--- src/rtl/generator.sv ---
`timescale 1ns/1ps
// Phase-accumulator ROM address generator advanced by a modulo-DIV prescaler.
// Latency: the address is a direct register slice; the first step lands on the DIV-th edge after reset.
// Backpressure: none; free-running. Ports: clk, rst (async active-high), address (ROM read address).
module generator #(
    parameter int              ACC_W  = 24,
    parameter longint unsigned STEP   = 4096,
    parameter int              DIV    = 1,
    parameter int              ADDR_W = 12
) (
    input  logic              clk,
    input  logic              rst,
    output logic [ADDR_W-1:0] address
);

    // A one-bit counter is kept even for DIV=1 so the compare below stays well formed.
    localparam int              PW     = (DIV > 1) ? $clog2(DIV) : 1;
    localparam logic [PW-1:0]   P_LAST = PW'(DIV - 1);
    // Only the low ACC_W bits of the increment matter; the accumulator wraps naturally.
    localparam logic [ACC_W-1:0] STEP_W = ACC_W'(STEP);

    logic [PW-1:0]    pcnt;
    logic [ACC_W-1:0] acc;
    logic             tick;

    // For DIV=1 both pcnt and P_LAST are stuck at zero, so tick is constantly high.
    assign tick = (pcnt == P_LAST);

    always_ff @(posedge clk or posedge rst) begin
        if (rst) begin
            pcnt <= '0;
            acc  <= '0;
        end else begin
            pcnt <= tick ? '0 : pcnt + PW'(1);
            if (tick) begin
                acc <= acc + STEP_W;
            end
        end
    end

    // Upper bits of the phase form the address; fractional bits below carry in.
    assign address = acc[ACC_W-1 -: ADDR_W];

endmodule

--- config.mk ---
export PLATFORM = sky130hd
export DESIGN_NAME = generator
export DESIGN_NICKNAME = d
export VERILOG_FILES = /design/src/rtl/generator.sv
export SDC_FILE = /design/constraint.sdc
export NUM_CORES = 1
export LEC_CHECK = 0
export BUFFER_PORTS_ARGS = -buffer_cell sky130_fd_sc_hd__buf_2
export CORE_UTILIZATION = 31
export DETAILED_ROUTE_END_ITERATION = 8
export PLACE_DENSITY = 0.61
export SLEW_MARGIN = 10
export SYNTH_ARGS = -nofsm -noshare
export SYNTH_HDL_FRONTEND = slang
export SYNTH_SLANG_ARGS = --single-unit
--- constraint.sdc ---
create_clock -name clk -period 2.6 [get_ports clk]
set_input_delay 0.13 -clock clk [delete_from_list [all_inputs] [get_ports clk]]
set_output_delay 0.13 -clock clk [all_outputs]
set_load 0.05 [all_outputs]
Yosys cells after proc, flatten, opt, wreduce, memory -nomap -nowiden
Cells that the tools add are included.
Word-level totals
  register bits: 25
  bits of input ports: 2
  output and inout port bits: 12
  logic and storage cells: 5
Cells by class
  add/subtract/negate cells: 2
  multiplexer cells: 1
Operator list (count)
  adder 24 x 13 -> 24 bit (second input constant): 1
  adder 1 bit (second input constant): 1
  two-way mux 1 bit: 1

Depth between registers and ports, before layout
  word-level depth: 2
  mapped depth: 4
  depth with buffers taken out: 4

Worst setup path after synthesis
Ideal clock, no wire load.
  path type: register -> register
  start point: reg acc[12]
  end point: reg acc[22]
  setup time: 82 ps
  arrival: 1399 ps
  required time: 2518 ps
  slack: 1120 ps
  cell stages (with the launch flop): 5
  buffers on the path: 0
  clock period less this slack: 1480 ps
  cell sequence: dfrtp_1 ha_1 nand2_1 nor3_1 xor2_1
On the way
  cells in the longest elaborated chain, start to end: 1
Ends and longest elaborated chain
  start, declared: line 23  | logic [ACC_W-1:0] acc;
  start signal, assigned: line 36  | acc <= acc + STEP_W;
  adder 24 x 13 -> 24 bit: line 36
Every way passes these cells.
A chain may end at the register's enable or synchronous reset.

Worst setup path in the final report
Ends and elaborated chain as after synthesis.

==> impl_metrics.json <==
{
  "ant_nets": 0,
  "biggestRegsByFlops": "acc (12)",
  "layout_worst_path_cycle_share_pct": 44.6,
  "final-hold-violation-count": 0,
  "distinct_cell_type_count_after_synthesis": 12,
  "antenna_found_initial": 0,
  "crit_path_cell_trace": "ha_1, nand2_1, nor3_1, xor2_1",
  "outcome": "finished clean",
  "hold_path_class": "in2async",
  "floorplan.initialDensity_pct": 33.1,
  "clock_tree.buffer_depth": 2,
  "ios": 14,
  "grt_pass1_wl_mm": 1.32,
  "die_width_microns": 42.1,
  "rows": 14,
  "area_growth_syn_to_layout_pct": 26.3,
  "worst-endpoint-arrival_ps": 1360,
  "drt-total-wl_microns": 803,
  "worst_skew_pair_latency_ps": 270,
  "syn-mean-instance-area_sq_um": 11.9,
  "critical_path_peak_fanout": 4,
  "critPathSlowestCell": "dfrtp_1",
  "report.power.total_mw": 0.336,
  "first_global_vias": 292,
  "largest_register_ffs": 12,
  "timing.fmax_mhz": 862,
  "fp.dieH_microns": 42.1,
  "synthXorXnorAreaFrac_pct": 17.5,
  "netlist_instances": 42,
  "yosys.area_share.simple_pct": 18.3,
  "drt_pass1_iterations": 4,
  "synth_top_family_by_area": "simple AND/OR/NAND/NOR gates",
  "core_area_sq_um": 1510,
  "synthesis.area_sq_um": 499,
  "synth_compound_gate_area_share_pct": 0,
  "via_count": 346,
  "layout-drive-gt1-share_pct": 31.7,
  "synth_seq_area_share_pct": 60.2,
  "r2r_slack_ps": 1440,
  "dpl-instance-area_sq_um": 584,
  "place_congestion": 0.711,
  "global_route.overflow_total": 0,
  "cts.reportedPaths.clkPinSlew_ps": 70,
  "worstMarginPinSlew_ps": 475,
  "synth.mux.area_fraction_pct": 0,
  "cts.repair.resized": 0,
  "i_o_buffers": 13,
  "cts-root-buf": "clkbuf_4",
  "fin_area_sq_um": 631,
  "rsz0062_at_grt": "no",
  "drc": 0,
  "number_of_sinks_on_the_clock_net": 12,
  "timing.slew.headroom_pct": 68.3,
  "power.density_cell_area_nw_per_um2": 532,
  "report.final.slew_viol_count": 0,
  "worst_path_dominant_cell_family": "flip-flops",
  "cap_violations": 0,
  "critical_setup_path_kind": "reg2reg",
  "total_nets_after_synthesis": 45,
  "largest-register": "acc",
  "synth_fa_ha_area_share_pct": 2.51,
  "dieArea_sq_um": 1770,
  "vias_per_cell": 4.55,
  "htree_num_levels": 1,
  "tritoncts": "yes",
  "worstPathRequired_ps": 2800,
  "grt_start_max_net_pins": 13,
  "totalNegativeSetupSlack_ps": 0,
  "ir_drop_uv": 340,
  "final_period_minus_worst_setup_slack_ps": 1160,
  "power.static_leakage_nw": 0.338,
  "crit_buf_inv": 0,
  "insertedDiodeCount": 0,
  "whs_ps": 412,
  "skew_ps": 8.19,
  "synth-warning-count": 0,
  "final_net_count": 64,
  "synth.ff_latch_count": 12,
  "numCtsBuffers": 3,
  "routedWlPerCell_microns": 10.6,
  "grtUsageTotal_pct": 10.5,
  "critical_path.endpoint_type": "flop",
  "detail_route.iter0.violations": 5,
  "critical_path.startpoint_type": "flop",
  "critical_path.max_stage_delay_ps": 390,
  "setup_viol": 0
}
-- metrics by stage --
stage | std cells | utilization, % | setup slack, ps
finish | 76 | 41.9 | 1440
global route | 76 | 41.9 | 1360
CTS | 76 | 41.9 | 1430
detailed placement | 71 | 38.8 | 1440
global placement | 71 | 38.8 | 1470
floorplan | 42 | - | 1120
-- layer usage --
layer / vias up / share of wire [%] / wire length, microns / GRT usage [%]
met5: - / 0 / 0 / 0
met4: 0 / 0.87 / 7 / 1.88
met3: 2 / 8.3 / 67 / 8.19
met2: 11 / 42 / 336 / 13.4
met1: 158 / 49 / 391 / 14.1
li1: 175 / - / - / -
-- synth_stat cells --
cell type   n  area (sq um)
xor2_1      8          70.1
nand3_1     3          15.0
inv_1       2          7.51
nand4_2     1          12.5
dfrtp_1    12           300
nor2_1      4          15.0
nor3_1      3          15.0
nand2_1     3          11.3
nand4_1     2          12.5
xnor2_1     2          17.5
ha_1        1          12.5
nand3_2     1          10.0
-- what timing repair did --
action	in CTS	in global routing
endpoints found under the hold margin	12	0
setup buffers	0	0
hold buffers	1	0
-- worst min-delay path, stage by stage --
cell	delay, ps
dlygate4sd3_1	530
buf_2	120
inv_1	350
-- cell usage in the layout (no fill, tap or decap), drive strengths merged --
cell,instances
nor3,3
inv,2
nand4,3
xnor2,2
nand2,3
dfrtp,12
xor2,8
dlygate4sd3,1
clkbuf,4
nor2,4
ha,1
buf,13
nand3,4
-- final timing paths --
kind / from / end / cells after the start
worst max-delay path: acc[12]$_DFF_PP0_ / acc[22]$_DFF_PP0_ / 4
worst min-delay path: rst / acc[22]$_DFF_PP0_ / 3
worst max register to register: acc[12]$_DFF_PP0_ / acc[22]$_DFF_PP0_ / 4
worst min register to register: acc[23]$_DFF_PP0_ / acc[23]$_DFF_PP0_ / 1
max in group asynchronous: rst / acc[20]$_DFF_PP0_ / 3
min in group clk: acc[23]$_DFF_PP0_ / acc[23]$_DFF_PP0_ / 1
-- where the power goes --
part / switching, mW / internal, mW / leakage (nW)
combinational: 0.00396 / 0.00159 / 0.164
sequential: 0 / 0.186 / 0.153
clock: 0.0584 / 0.0851 / 0.0210
-- area by class of cell --
| class | instances | area [sq um] |
|---|---|---|
| Timing Repair Buffer | 14 | 75.1 |
| Multi-Input combinational cell | 28 | 191 |
| Tap cell | 16 | 20.0 |
| Sequential cell | 12 | 300 |
| Fill cell | 159 | 876 |
| Inverter | 2 | 7.51 |
| Clock buffer | 4 | 36.3 |
-- kinds of logic (layout without fill, tap and decap cells) --
| family | after synthesis | after routing |
|---|---|---|
| simple gates | 17 | 17 |
| flops | 12 | 12 |
| xor+xnor | 10 | 10 |
| buf+inv | 2 | 20 |
| fa+ha+maj | 1 | 1 |
Power figures use the tool's default switching activity.
